`src/rtl/trigger_debounce.sv`:
```
// ---------------------------------------------------------------------------
// trigger_debounce
//
// Purpose:
//   Turns a raw, bouncing push-button input into a clean debounced level and
//   a single-cycle trigger pulse. The trigger pulse drives a downstream 2-bit
//   up-counter stage. The block also keeps a running count of issued
//   triggers.
//
//   The button input is first brought into the clk domain through a 2-flop
//   synchronizer. A 4-state FSM then accepts a level change only after the
//   synchronized input has held the new value for DEBOUNCE_CYCLES
//   consecutive clocks.
//
// Parameters:
//   DEBOUNCE_CYCLES  consecutive stable clocks needed to accept a change
//                    (legal range 2..255)
//   PCNT_W           width of the press counter
//
// Ports:
//   clk        in   single clock; all state changes on the rising edge
//   reset      in   asynchronous, active-low reset
//   btn_in     in   raw asynchronous button input
//   t          out  registered one-clock pulse per accepted press
//   btn_level  out  registered debounced level
//   press_cnt  out  registered count of issued t pulses (wraps silently)
// ---------------------------------------------------------------------------
module trigger_debounce #(
  parameter int unsigned DEBOUNCE_CYCLES = 4,
  parameter int unsigned PCNT_W          = 8
) (
  input  logic              clk,
  input  logic              reset,
  input  logic              btn_in,
  output logic              t,
  output logic              btn_level,
  output logic [PCNT_W-1:0] press_cnt
);

  // FSM encodings. All four codes of the 2-bit register are assigned, so
  // no spare code exists. The default branch still steers to S_LO.
  localparam logic [1:0] S_LO      = 2'b00;
  localparam logic [1:0] S_CONF_HI = 2'b01;
  localparam logic [1:0] S_HI      = 2'b11;
  localparam logic [1:0] S_CONF_LO = 2'b10;

  // Value of the debounce counter on the clock that completes confirmation.
  localparam logic [7:0] CNT_LAST = 8'(DEBOUNCE_CYCLES - 1);

  localparam logic [7:0]        CNT_ONE  = 8'd1;
  localparam logic [7:0]        CNT_ZERO = 8'd0;
  localparam logic [PCNT_W-1:0] PCNT_INC = {{(PCNT_W-1){1'b0}}, 1'b1};

  // Returns 1 when a confirmation count has reached its final value. A
  // greater-or-equal test is used so that a corrupted count cannot extend
  // a confirmation indefinitely.
  function automatic logic cnt_done(input logic [7:0] cnt_val);
    cnt_done = (cnt_val >= CNT_LAST) ? 1'b1 : 1'b0;
  endfunction

  // Returns 1 for a state code that belongs to the FSM.
  function automatic logic state_legal(input logic [1:0] st);
    case (st)
      S_LO, S_CONF_HI, S_HI, S_CONF_LO: state_legal = 1'b1;
      default:                          state_legal = 1'b0;
    endcase
  endfunction

  // Registers
  logic              r_s1;
  logic              r_s2;
  logic [1:0]        r_state;
  logic [7:0]        r_cnt;
  logic              r_t;
  logic              r_level;
  logic [PCNT_W-1:0] r_press_cnt;

  // Combinational next-state signals
  logic              w_btn_s;
  logic [1:0]        w_state_nxt;
  logic [7:0]        w_cnt_nxt;
  logic              w_t_nxt;
  logic              w_level_nxt;
  logic [PCNT_W-1:0] w_press_nxt;

  assign w_btn_s = r_s2;

  // Two-flop synchronizer for the asynchronous button input.
  always_ff @(posedge clk or negedge reset) begin
    if (!reset) begin
      r_s1 <= 1'b0;
      r_s2 <= 1'b0;
    end else begin
      r_s1 <= btn_in;
      r_s2 <= r_s1;
    end
  end

  // Debounce FSM next-state, counter and output decode.
  always_comb begin
    w_state_nxt = S_LO;
    w_cnt_nxt   = CNT_ZERO;
    w_t_nxt     = 1'b0;
    w_level_nxt = r_level;
    if (!state_legal(r_state)) begin
      // Unknown code: recover to the idle state with no trigger.
      w_state_nxt = S_LO;
      w_cnt_nxt   = CNT_ZERO;
      w_t_nxt     = 1'b0;
      w_level_nxt = r_level;
    end else begin
      case (r_state)
        S_LO: begin
          if (w_btn_s) begin
            w_state_nxt = S_CONF_HI;
            w_cnt_nxt   = CNT_ONE;
          end else begin
            w_state_nxt = S_LO;
            w_cnt_nxt   = CNT_ZERO;
          end
        end
        S_CONF_HI: begin
          if (!w_btn_s) begin
            // The high run was shorter than the debounce window, so drop it.
            w_state_nxt = S_LO;
            w_cnt_nxt   = CNT_ZERO;
          end else if (cnt_done(r_cnt)) begin
            w_state_nxt = S_HI;
            w_cnt_nxt   = CNT_ZERO;
            w_level_nxt = 1'b1;
            w_t_nxt     = 1'b1;
          end else begin
            w_state_nxt = S_CONF_HI;
            w_cnt_nxt   = r_cnt + CNT_ONE;
          end
        end
        S_HI: begin
          if (!w_btn_s) begin
            w_state_nxt = S_CONF_LO;
            w_cnt_nxt   = CNT_ONE;
          end else begin
            w_state_nxt = S_HI;
            w_cnt_nxt   = CNT_ZERO;
          end
        end
        S_CONF_LO: begin
          if (w_btn_s) begin
            // The low gap was too short, so stay pressed without a new trigger.
            w_state_nxt = S_HI;
            w_cnt_nxt   = CNT_ZERO;
          end else if (cnt_done(r_cnt)) begin
            // Accepted release: the level drops and no trigger is issued.
            w_state_nxt = S_LO;
            w_cnt_nxt   = CNT_ZERO;
            w_level_nxt = 1'b0;
          end else begin
            w_state_nxt = S_CONF_LO;
            w_cnt_nxt   = r_cnt + CNT_ONE;
          end
        end
        default: begin
          w_state_nxt = S_LO;
          w_cnt_nxt   = CNT_ZERO;
          w_t_nxt     = 1'b0;
          w_level_nxt = r_level;
        end
      endcase
    end
  end

  // The press counter advances on the same edge that raises t.
  always_comb begin
    if (w_t_nxt) begin
      w_press_nxt = r_press_cnt + PCNT_INC;
    end else begin
      w_press_nxt = r_press_cnt;
    end
  end

  // FSM state and debounce counter registers.
  always_ff @(posedge clk or negedge reset) begin
    if (!reset) begin
      r_state <= S_LO;
      r_cnt   <= CNT_ZERO;
    end else begin
      r_state <= w_state_nxt;
      r_cnt   <= w_cnt_nxt;
    end
  end

  // Registered outputs: trigger pulse, debounced level and press count.
  always_ff @(posedge clk or negedge reset) begin
    if (!reset) begin
      r_t         <= 1'b0;
      r_level     <= 1'b0;
      r_press_cnt <= {PCNT_W{1'b0}};
    end else begin
      r_t         <= w_t_nxt;
      r_level     <= w_level_nxt;
      r_press_cnt <= w_press_nxt;
    end
  end

  assign t         = r_t;
  assign btn_level = r_level;
  assign press_cnt = r_press_cnt;

endmodule

```
`config.mk`:
```
export PLATFORM = sky130hd
export DESIGN_NAME = trigger_debounce
export DESIGN_NICKNAME = d
export VERILOG_FILES = /design/src/rtl/trigger_debounce.sv
export SDC_FILE = /design/constraint.sdc
export NUM_CORES = 1
export LEC_CHECK = 0
export BUFFER_PORTS_ARGS = -buffer_cell sky130_fd_sc_hd__buf_2
export CORE_UTILIZATION = 45
export DETAILED_ROUTE_END_ITERATION = 7
export PLACE_DENSITY = 0.65
export SLEW_MARGIN = 5
export SYNTH_ARGS = -nofsm -noshare
export SYNTH_HDL_FRONTEND = slang
export SYNTH_SLANG_ARGS = --single-unit
```
`constraint.sdc`:
```
create_clock -name clk -period 3.78 [get_ports clk]
set_clock_uncertainty 0.1 [all_clocks]
set_input_delay 0.378 -clock clk [delete_from_list [all_inputs] [get_ports clk]]
set_output_delay 0.378 -clock clk [all_outputs]
set_load 0.01 [all_outputs]
```
==> impl_results.md <==
- Status: completed
- R2r worst-path depth: 5
- Post-CTS setup buffers: 0
- Crit end category: flip-flop
- CP max stage cell: dfrtp_1
- Pre-CTS setup slack: 1.96 ns
- Crit path DAT: 1.91 ns
- Tot Pwr: between 0.5 and 0.6 mW
- Syn Area/Cell: between 10 and 15 µm²
- Launch point of the worst reg-to-reg path: r_state[1]
- Clock tree buffer depth: 2
- Port Buf Inserts: 12
- Routed wire length: 1.38 mm
- Number of buffers created by CTS: 3
- Design area: 1060 µm²
- Synth Instances: slightly below 70
- Final Max Slew Viols: 0
- Count of final setup violators: 0
- GPL Wtd Cong: slightly below 0.7
- Initial antenna violation count: 0
- Antenna fix cells: 0
- Largest area contributor in the netlist: dfrtp_1
- Worst R2R Setup Slack: between 1.5 and 2 ns
- Fin. Hold Viols: 0
- CTS tree: done
- Leading cell type in the layout, fill and taps excluded: dfrtp_1
- Peak VDD IR: roughly 0.35 mV
- IO Count: 13
- Nets: 100
- Hold-critical path endpoint: r_s1
- Fillers: 155
- RSZ-0062 raised after global routing: no
- Pwr Density: between 500 and 600 nW/µm²
- Warnings, synthesis: 0
- Setup CP Type: reg -> reg
- Post-route ant nets: 0
- Area Growth Syn to Fin: 15.0%
- Share of layout cells above drive strength 1: 0.225
- Vias in the first global route: about 530
- Maximum clock rate: 549 MHz
- Post-DP HPWL: around 1.0 mm
- Placed cell areas: 1020 µm²
- Die W: between 40 and 50 µm
- Synthesized area: 918 µm²
- Post-CTS sizing: 0
- GRT Overall Usage: 0.160
- Core area: between 1500 and 2000 µm²
- Most frequent cells in the layout: dfrtp_1 (22), buf_2 (12), xnor2_1 (6), ha_1 (6), conb_1 (6)
- Grt ovf: 0
- DR DRC count: 0
- Row count: 15
- DIE HEIGHT: roughly 47 µm
- Leakage: 0.494 nW
- Cell breakdown of the critical path: inv_1 > ha_1 > nand2_1 > a21oi_2 > mux2_2
- # hold bufs at CTS: 1
- Fin worst setup slack: roughly 2.0 ns
- Final Cycle Share: 0.482
- Reg2reg end: press_cnt[1]
- Placed cells: 110
- Worst hold path depth: 1
- First-pass GRT wire length: roughly 2.3 mm
- Clock Latency Late Sink: ~0.3 ns
- Max incr delay on CP: 0.43 ns
- Tmin final: 1.82 ns
- Largest net degree at the start of global routing: 23
- Maximum Capacitance Violations: 0
- Crit path max fanout: 9
- CTS root buffer: clkbuf_4
- Hold_sp: btn_in
- TNS Setup: 0 ns
- Yosys reg bits: 22
- Drt pass-1 iters: 4
- Top post-synthesis cells by area: dfrtp_1 (60%), ha_1 (8.2%), xnor2_1 (5.7%), nand4_1 (2.7%), nor4_4 (2.3%)
- Via Count: 555
- WP data required: 3.87 ns
- Post-synth cell types: 26
- Post-synth top area share: 0.599
- Post-route insts no fill: between 100 and 150
- DRT iter0 DRCs: 5
- Clock sinks: 22
- Hold crit path type: in -> reg
- H-tree Lvls: 1
- Die area: 2230 µm²
- Avg WL per Cell: ~12 µm
- Vias per cell: around 4.9
- Initial Utilization: 0.504
- Critical path launch point type: flip-flop
- Clock transition at path regs: about 0.11 ns
- Post-synthesis sequential area ratio: 0.599
-- where the power goes --
group / switching [mW] / internal [mW] / leakage, nW
Clock: 0.0630 / 0.0371 / 0.0138
Combinational: 0.0635 / 0.0595 / 0.208
Sequential: 0.0366 / 0.270 / 0.272
-- per-stage QoR --
| step | util | hold slack (ns) |
|---|---|---|
| 2_1_floorplan | - | -0.0176 |
| 3_3_place_gp | 0.562 | 0.234 |
| 3_5_place_dp | 0.562 | 0.244 |
| 4_1_cts | 0.580 | 0.0659 |
| 5_1_grt | 0.580 | 0.0523 |
| 6_report | 0.580 | 0.0814 |
-- per-layer routing --
layer	GRT usage	share of wire	vias up
li1	-	-	272
met1	0.217	0.48	273
met2	0.233	0.49	8
met3	0.0346	0.027	2
met4	0.103	0.0087	0
met5	0	0	-
-- kinds of logic after synthesis --
logic type / share of synthesized area
mux: 0.0354
fa+ha+maj: 0.0817
buf+inv: 0.0218
xor+xnor: 0.0668
simple gates: 0.123
flops: 0.599
compound gates: 0.0681
other cells: 0.00408
-- critical path: cells and delay by family, from the launching register on --
| family | cells | cell delay [ns] |
|---|---|---|
| AO/OA/AOI/OAI | 1 | 0.35 |
| AND/OR/NAND/NOR | 1 | 0.09 |
| buffers and inverters | 1 | 0.09 |
| flip-flops | 1 | 0.43 |
| adder cells (fa/ha/maj) | 1 | 0.27 |
| multiplexers | 1 | 0.39 |
-- synth_stat cells --
cell type / instances
a21oi_1: 2
a21oi_2: 1
a221oi_1: 1
a311oi_1: 1
and3_1: 2
clkbuf_2: 1
conb_1: 1
dfrtp_1: 22
ha_1: 6
inv_1: 4
mux2_1: 1
mux2_2: 1
mux2i_1: 1
nand2_1: 4
nand2_2: 1
nand4_1: 4
nor2_1: 2
nor2b_1: 1
nor3_2: 1
nor4_4: 1
nor4b_1: 1
o22a_1: 1
o31a_1: 1
o32ai_1: 1
xnor2_1: 6
xor2_1: 1
-- sequential cells by signal, summed over array words and instances, names as in the netlist --
signal     flops
press_cnt      8
t              1
r_state        2
btn_level      1
r_cnt          8
r_s1           1
r_s2           1
-- area by class of cell --
cell class,instances,area [µm²],share of cell area
clock buffer,3,22.5,0.0213
timing repair buffer,13,70.1,0.0664
multi-input combinational,47,367,0.347
tap,25,31.3,0.0296
inverter,4,15.0,0.0142
sequential,22,551,0.521
-- how the worst max path moves through the flow --
| stage | cells after the start | to | from |
|---|---|---|---|
| 2_1_floorplan | 5 | press_cnt[1] | r_state[1] |
| 3_3_place_gp | 5 | press_cnt[1] | r_state[1] |
| 3_5_place_dp | 5 | press_cnt[1] | r_state[1] |
| 4_1_cts | 5 | press_cnt[1] | r_state[1] |
| 5_1_grt | 5 | press_cnt[1] | r_state[1] |
| 6_report | 5 | press_cnt[1] | r_state[1] |
Note: power is estimated with default switching activity, not from simulation.
